[src/rtl/ram_arbiter.sv]
// Two-requester, single-port RAM arbiter.
// A four-state FSM (IDLE/ACCESS/RESP/DONE) serves one request at a time.
// The request is latched at grant. The RAM's registered read data is captured
// one cycle after the access. Completion is a one-cycle done pulse, qualified
// by err for out-of-range addresses.
module ram_arbiter #(
  parameter int          DEPTH    = 100,
  parameter logic [31:0] ERR_CODE = 32'hDEAD
) (
  input  logic        clk,
  input  logic        rst,
  input  logic        req0,
  input  logic        req1,
  input  logic        rw0,
  input  logic        rw1,
  input  logic [6:0]  addr0,
  input  logic [6:0]  addr1,
  input  logic [31:0] din0,
  input  logic [31:0] din1,
  output logic        done0,
  output logic        done1,
  output logic        err,
  output logic [31:0] rdata,
  output logic        busy,
  output logic [6:0]  ram_addr,
  output logic        ram_rw,
  output logic [31:0] ram_din,
  input  logic [31:0] ram_out
);

  localparam logic [31:0] DEPTH_U = 32'(DEPTH);

  typedef enum logic [1:0] {
    S_IDLE   = 2'd0,
    S_ACCESS = 2'd1,
    S_RESP   = 2'd2,
    S_DONE   = 2'd3
  } state_t;

  state_t      r_state;
  state_t      w_state_nxt;
  logic        w_gnt_vld;
  logic        w_gnt_id;
  logic        w_oor;

  // r_last_grant doubles as the identity of the requester being served
  logic        r_last_grant;
  logic        r_rw;
  logic [6:0]  r_addr;
  logic [31:0] r_din;
  logic [31:0] r_rdata;
  logic        r_err;

  assign w_oor = ({25'd0, r_addr} >= DEPTH_U);

  // The latched address/data only change at a grant, which is also the edge
  // entering ACCESS, so they double as the "last driven" RAM address/data.
  assign ram_addr = r_addr;
  assign ram_din  = r_din;
  assign rdata    = r_rdata;
  assign err      = r_err;

  // State register
  always_ff @(posedge clk or posedge rst) begin
    if (rst) r_state <= S_IDLE;
    else     r_state <= w_state_nxt;
  end

  // Next-state, round-robin grant decision and state-decoded outputs
  always_comb begin
    w_state_nxt = r_state;
    w_gnt_vld   = 1'b0;
    w_gnt_id    = r_last_grant;
    busy        = 1'b1;
    done0       = 1'b0;
    done1       = 1'b0;
    ram_rw      = 1'b0;
    case (r_state)
      S_IDLE: begin
        busy = 1'b0;
        if (req0 || req1) begin
          w_gnt_vld   = 1'b1;
          w_state_nxt = S_ACCESS;
          if (req0 && req1) w_gnt_id = ~r_last_grant;
          else              w_gnt_id = req1;
        end
      end
      S_ACCESS: begin
        ram_rw      = r_rw && !w_oor;
        w_state_nxt = S_RESP;
      end
      S_RESP: begin
        w_state_nxt = S_DONE;
      end
      S_DONE: begin
        done0       = (r_last_grant == 1'b0);
        done1       = (r_last_grant == 1'b1);
        w_state_nxt = S_IDLE;
      end
      default: begin
        w_state_nxt = S_IDLE;
      end
    endcase
  end

  // Latch the granted requester's transaction; reset sets last grant to 1 so
  // requester 0 wins the first tie
  always_ff @(posedge clk or posedge rst) begin
    if (rst) begin
      r_last_grant <= 1'b1;
      r_rw         <= 1'b0;
      r_addr       <= '0;
      r_din        <= '0;
    end else if (w_gnt_vld) begin
      r_last_grant <= w_gnt_id;
      r_rw         <= w_gnt_id ? rw1   : rw0;
      r_addr       <= w_gnt_id ? addr1 : addr0;
      r_din        <= w_gnt_id ? din1  : din0;
    end
  end

  // Capture the response on the RESP->DONE edge; it holds until the next one
  always_ff @(posedge clk or posedge rst) begin
    if (rst) begin
      r_rdata <= '0;
      r_err   <= 1'b0;
    end else if (r_state == S_RESP) begin
      r_rdata <= w_oor ? ERR_CODE : ram_out;
      r_err   <= w_oor;
    end
  end

endmodule

[config.mk]
export PLATFORM = sky130hd
export DESIGN_NAME = ram_arbiter
export DESIGN_NICKNAME = d
export VERILOG_FILES = /design/src/rtl/ram_arbiter.sv
export SDC_FILE = /design/constraint.sdc
export NUM_CORES = 1
export LEC_CHECK = 0
export CORE_MARGIN = 5
export CORE_UTILIZATION = 40
export CTS_CLUSTER_DIAMETER = 60
export DETAILED_ROUTE_END_ITERATION = 8
export HOLD_SLACK_MARGIN = 0.02
export PLACE_DENSITY = 0.86
export SYNTH_ARGS = -nofsm -noshare
export SYNTH_HDL_FRONTEND = slang
export SYNTH_SLANG_ARGS = --single-unit
[constraint.sdc]
create_clock -name clk -period 3 [get_ports clk]
set_clock_uncertainty 0.15 [all_clocks]
set_input_delay 0.6 -clock clk [delete_from_list [all_inputs] [get_ports clk]]
set_output_delay 0.6 -clock clk [all_outputs]
set_load 0.02 [all_outputs]
==> flow_summary.yaml, run 1 <==
finish:
  area_growth_pct: 48.6
  final_util: 0.600
  n_antenna_cell: 0
  drive_gt1_frac: 0.195
  final_nets: 689
timing:
  slew_headroom: 0.417
  final_hold_viol_count: 0
  rsz0062_at_grt: "no"
  fmax_ghz: 0.369
  layout_min_cycle_time_ns: 2.71
  worstMarginPinSlew_ns: 0.873
  fin_ws_ns: 0.292
  timing.hold.ws_ns: 0.360
  fin_crit_sh: 0.903
  setup_violations: 0
  setup-tns-final_ns: 0
  drv_slew: 0
global_route:
  grt_max_degree: 77
  use_met3: 0.0518
  grt_use_met1: 0.234
  use_met2: 0.317
  grt_pass1_vias: 3903
  track_usage: 0.186
  top_usage_layer: "met2"
  grt_first_pass_wirelength_mm: 19.6
  antenna_found_initial: 0
  overflow: 0
cts:
  cts_buffer_depth: 2
  post_cts_resized: 0
  clkSinkCount: 76
  cts_buffers: 9
  post_cts_buffers: 0
  htree_levels: 3
  cts_hold_buf: 0
  clock-root-buffer: "clkbuf_8"
  clock_latency_ns: 0.34
  cts_tree: "built"
  path_clk_slew_ns: 0.08
logic_synthesis:
  syn_nets: 518
  synthTopCellsByArea: "dfrtp_1 43%, o311ai_2 15%, inv_1 5.6%, o2111ai_2 5.5%, nand2_1 5.4%"
  yosysWarnings: 0
  syn_avg_cell_area_sq_um: 10.9
  synth_seq_area_share: 0.439
  synth_seq_cells: 76
  synth.cell_area_sq_um: 4340
  postSynthCellCount: 397
  yosysUniqueCellTypes: 25
  synth_top_area_frac: 0.433
  yosysTopAreaCell: "dfrtp_1"
die:
  die_h_um: 114
  die_w_um: 114
  start_util: 0.404
  dieArea_sq_um: 13000
  io_pins: 192
  rows: 38
  core_area_sq_um: 10700
setup_path:
  cp_slowest_cell: "clkdlybuf4s50_1"
  worstSetupEndpointType: "primary output"
  cpPeakStageDelay_ns: 0.64
  crit_path_start: "ram_addr[2]"
  path_cells: "o311a_2, nor2_1, clkdlybuf4s50_1"
  r2r-start: "r_state[0]"
  required_ns: 2.25
  path_class: "reg -> out"
  critPathBufInv: 1
  cpLargestDelayFamily: "buffers and inverters"
  arrival_ns: 1.96
  cp_max_fo: 3
  worstSetupStartpointType: "register"
hold_path:
  hp-start: "ram_addr[1]"
  hp-class: "reg -> reg"
power:
  power.total_mw: 6.48
  leakagePower_nw: 2.65
  power_density_nw_per_um2: 1010
  peakVddDrop_mv: 0.517
placement:
  portBuffers: 191
  dp_hpwl_mm: 9.07
  pre_cts_slack_ns: 0.461
  gp_congestion: 0.821
detailed_routing:
  routed_via_density: 5.26
  drc: 0
  detail_route.wl_per_cell_um: 17.3
  first_iter_violations: 197
  num_vias: 3749
  drt_first_pass_iters: 6
  routed_wl_mm: 12.3
  antenna_left: 0
outcome:
  outcome: "finished, final reports clean"
run:
  drv_cap: 0
==> per-stage QoR <==
step | instance area [sq um] | instances
global placement | 6230 | 697
CTS | 6440 | 713
finish | 6440 | 713
floorplan | 4340 | 397
detailed placement | 6230 | 697
global route | 6440 | 713
==> power by group <==
group | total (mW) | switching [mW] | internal, mW
clock network | 0.856 | 0.390 | 0.466
registers | 1.82 | 0.297 | 1.52
logic | 3.81 | 2.11 | 1.71
==> cells in the final DEF, fill, tap and decap left out, types with 8 or more instances in the layout <==
cell	netlist	final
inv_1	65	64
o22ai_2	16	16
o311ai_2	40	40
nor2_1	23	23
o2111ai_1	24	24
o2111ai_2	16	16
a21oi_1	12	12
clkdlybuf4s50_1	0	190
dfrtp_1	75	75
nand2_1	62	62
buf_4	0	8
clkbuf_8	0	9
==> sequential cells by signal, summed over array words and instances, names as in the netlist <==
signal	count
ram_din	32
rdata	32
ram_addr	7
r_state	2
err	1
r_last_grant	1
r_rw	1
==> path summary, 6_finish.rpt <==
kind,endpoint,slack (ns),cells after the start
max in group asynchronous,r_last_grant,1.84,3
worst max register to register,ram_din[31],0.85,7
worst max-delay path,ram_rw,0.29,3
min in group asynchronous,rdata[27],0.50,3
worst min register to register,ram_addr[1],0.36,2
worst min-delay path,ram_addr[1],0.36,2
==> layer usage <==
metal / part of all wire / vias to the layer above / routed length (um)
met5: 0 / - / 0
met4: 0.011 / 0 / 140
met3: 0.075 / 12 / 922
met2: 0.49 / 158 / 6090
met1: 0.42 / 1832 / 5150
li1: - / 1747 / -
==> worst reg2reg max path: cells and delay by family, from the launching register on <==
| family | cells | cell delay (ns) |
|---|---|---|
| adder cells (fa/ha/maj) | 1 | 0.23 |
| buffers and inverters | 3 | 0.83 |
| AO/OA/AOI/OAI | 3 | 0.42 |
| flip-flops | 1 | 0.41 |
==> area by class of cell <==
cell class              instances  area (sq um)
inverters                      67           253
clock buffers                   9           124
clock inverters                 7          91.3
well taps                     140           175
multi-input cells             213          1890
repair buffers                201          2010
flip-flops and latches         76          1900
fillers                       868          4300
==> logic make-up after synthesis <==
family,share of synthesized area
AO/OA/AOI/OAI,0.334
buffers and inverters,0.127
AND/OR/NAND/NOR,0.0805
flip-flops,0.439
adder cells (fa/ha/maj),0.0144
multiplexers,0.00519
==> cells in the mapped netlist <==
master	count
nor3_1	1
buf_2	14
nor2b_1	1
dfstp_2	1
o311ai_2	40
mux2_2	2
buf_6	17
a31oi_4	1
and2_1	1
nand2_1	62
inv_2	2
o22ai_2	16
o2111ai_2	16
a21oi_2	1
a21oi_1	12
nor2_1	23
o21ai_4	1
o22ai_1	5
dfrtp_1	75
inv_1	65
ha_1	5
clkbuf_1	10
nor3b_2	1
o2111ai_1	24
o311a_1	1
Note: power is estimated with default switching activity, not from simulation.
==> run 2: changes to the inputs <==
--- a/config.mk
+++ b/config.mk
@@ -5,6 +5,7 @@
 export SDC_FILE = /design/constraint.sdc
 export NUM_CORES = 1
 export LEC_CHECK = 0
+export ABC_CLOCK_PERIOD_IN_PS = 3000
 export CORE_MARGIN = 5
 export CORE_UTILIZATION = 40
 export CTS_CLUSTER_DIAMETER = 60
==> results of run 2 <==
Final layout, timing and power as in run 1 (identical DEF).
==> run 3: changes to the inputs <==
--- a/config.mk
+++ b/config.mk
@@ -12,6 +12,7 @@
 export DETAILED_ROUTE_END_ITERATION = 8
 export HOLD_SLACK_MARGIN = 0.02
 export PLACE_DENSITY = 0.86
+export SETUP_SLACK_MARGIN = 0.5
 export SYNTH_ARGS = -nofsm -noshare
 export SYNTH_HDL_FRONTEND = slang
 export SYNTH_SLANG_ARGS = --single-unit
==> flow_summary.yaml, run 3 (synthesis results as in run 1) <==
setup_path:
  path_class: "reg -> out"
  worstSetupEndpointType: "primary output"
  path_cells: "o311a_2, nor2_1, clkdlybuf4s15_1"
  cp_slowest_cell: "o311a_2"
  critPathBufInv: 1
  required_ns: 2.25
  cpLargestDelayFamily: "compound AO/OA/AOI/OAI gates"
  cp_max_fo: 3
  cpPeakStageDelay_ns: 0.45
  worstSetupStartpointType: "register"
  arrival_ns: 1.64
timing:
  fin_crit_sh: 0.797
  rsz0062_at_grt: "no"
  final_hold_viol_count: 0
  fmax_ghz: 0.418
  slew_headroom: 0.411
  setup_violations: 0
  layout_min_cycle_time_ns: 2.39
  setup-tns-final_ns: 0
  drv_slew: 0
  worstMarginPinSlew_ns: 0.882
detailed_routing:
  drc: 0
  routed_via_density: 5.24
  first_iter_violations: 241
  detail_route.wl_per_cell_um: 17.0
  num_vias: 3750
  antenna_left: 0
  routed_wl_mm: 12.2
  drt_first_pass_iters: 4
finish:
  area_growth_pct: 50.2
  final_common_cell: "clkdlybuf4s50_1"
  layout_common_cells: "186 x clkdlybuf4s50_1, 75 x dfrtp_1, 64 x inv_1, 62 x nand2_1, 40 x o311ai_2"
  n_antenna_cell: 0
  drive_gt1_frac: 0.198
  final_nets: 692
  final_area_sq_um: 6520
die:
  start_util: 0.404
  die_h_um: 114
  core_area_sq_um: 10700
  die_w_um: 114
  io_pins: 192
  rows: 38
  dieArea_sq_um: 13000
cts:
  path_clk_slew_ns: 0.07
  cts_tree: "built"
  htree_levels: 3
  clock_latency_ns: 0.34
  cts_buffers: 9
  cts_buffer_depth: 2
  clkSinkCount: 76
  clock-root-buffer: "clkbuf_8"
power:
  power_density_nw_per_um2: 1020
  peakVddDrop_mv: 0.545
  seqPwrFrac: 0.275
  internal_power_mw: 3.82
  power_frac_clock: 0.137
  leakagePower_nw: 2.70
  switching_power_mw: 2.79
  p_sw_frac: 0.422
  p_comb_frac: 0.588
outcome:
  outcome: "finished, final reports clean"
run:
  drv_cap: 0
placement:
  portBuffers: 191
  dp_hpwl_mm: 8.94
  gp_congestion: 0.838
  placed_cell_area_sq_um: 6260
global_route:
  antenna_found_initial: 0
  grt_max_degree: 63
  overflow: 0
  track_usage: 0.188
  grt_pass1_vias: 3960
  grt_first_pass_wirelength_mm: 19.8
hold_path:
  hp-class: "reg -> reg"
## run 3: changes by cell type in the layout (fill, tap and decap cells not counted), sizes merged
| cell | previous run | this run |
|---|---|---|
| clkinv | 5 | 0 |
| clkbuf | 9 | 13 |
| clkdlybuf4s50 | 190 | 186 |
| buf | 11 | 14 |
| dlymetal6s2s | 0 | 2 |
| clkdlybuf4s15 | 0 | 1 |
| clkinvlp | 1 | 2 |
| dlygate4sd2 | 0 | 1 |
## run 3: layout make-up
| type | instances | area (sq um) |
|---|---|---|
| well taps | 140 | 175 |
| inverters | 67 | 255 |
| flip-flops and latches | 76 | 1900 |
| multi-input cells | 213 | 1900 |
| clock buffers | 13 | 169 |
| clock inverters | 3 | 67.6 |
| fillers | 872 | 4230 |
| repair buffers | 204 | 2050 |
## run 3: power by group through the flow
stage	clock network, mW	logic (mW)	registers, mW
after CTS	0.935	3.94	1.82
after floorplan	0	1.95	2.34
after global routing	0.979	4.19	1.89
after detailed placement	0	3.91	1.83
after global placement	0	3.81	1.82
final	0.906	3.89	1.82
## run 3: layer usage
| layer | GRT usage | share of wire | vias up |
|---|---|---|---|
| met5 | 0 | 0 | - |
| met4 | 0.0681 | 0.017 | 0 |
| met3 | 0.0428 | 0.074 | 19 |
| met2 | 0.305 | 0.48 | 161 |
| met1 | 0.247 | 0.43 | 1821 |
| li1 | - | - | 1749 |
## run 3: per-stage QoR
stage	setup slack, ns	power (mW)	cells	util	hold slack (ns)
floorplan	0.837	4.29	397	-	0.329
global placement	0.613	5.63	699	0.582	0.331
detailed placement	0.529	5.75	699	0.582	0.338
CTS	0.530	6.70	716	0.606	0.360
global route	0.510	7.06	716	0.606	0.395
finish	0.609	6.61	716	0.606	0.354
## run 3: final timing paths
kind	startpoint	endpoint	slack, ns	cells after the start
hold / removal	ram_din[26]	ram_din[26]	0.35	2
max in group asynchronous	rst	ram_din[26]	1.65	3
min in group asynchronous	rst	err	0.57	3
hold reg to reg	ram_din[26]	ram_din[26]	0.35	2
setup reg to reg	r_state[1]	ram_addr[2]	0.85	7
setup / recovery	ram_addr[2]	ram_rw	0.61	3
## run 3: repair_timing
| item | CTS | global route |
|---|---|---|
| endpoints found under the hold margin | 0 | 0 |
| resized for setup | 3 | 3 |
| hold buffers | 0 | 0 |
| setup buffers | 1 | 0 |
| pin swaps | 1 | 0 |
| endpoints found under the setup margin | 3 | 3 |
## run 3: tightest hold or removal path: stages (launching register included)
cell and delay [ns]:
dfrtp_1 0.35, nand2_1 0.06, o311ai_2 0.06
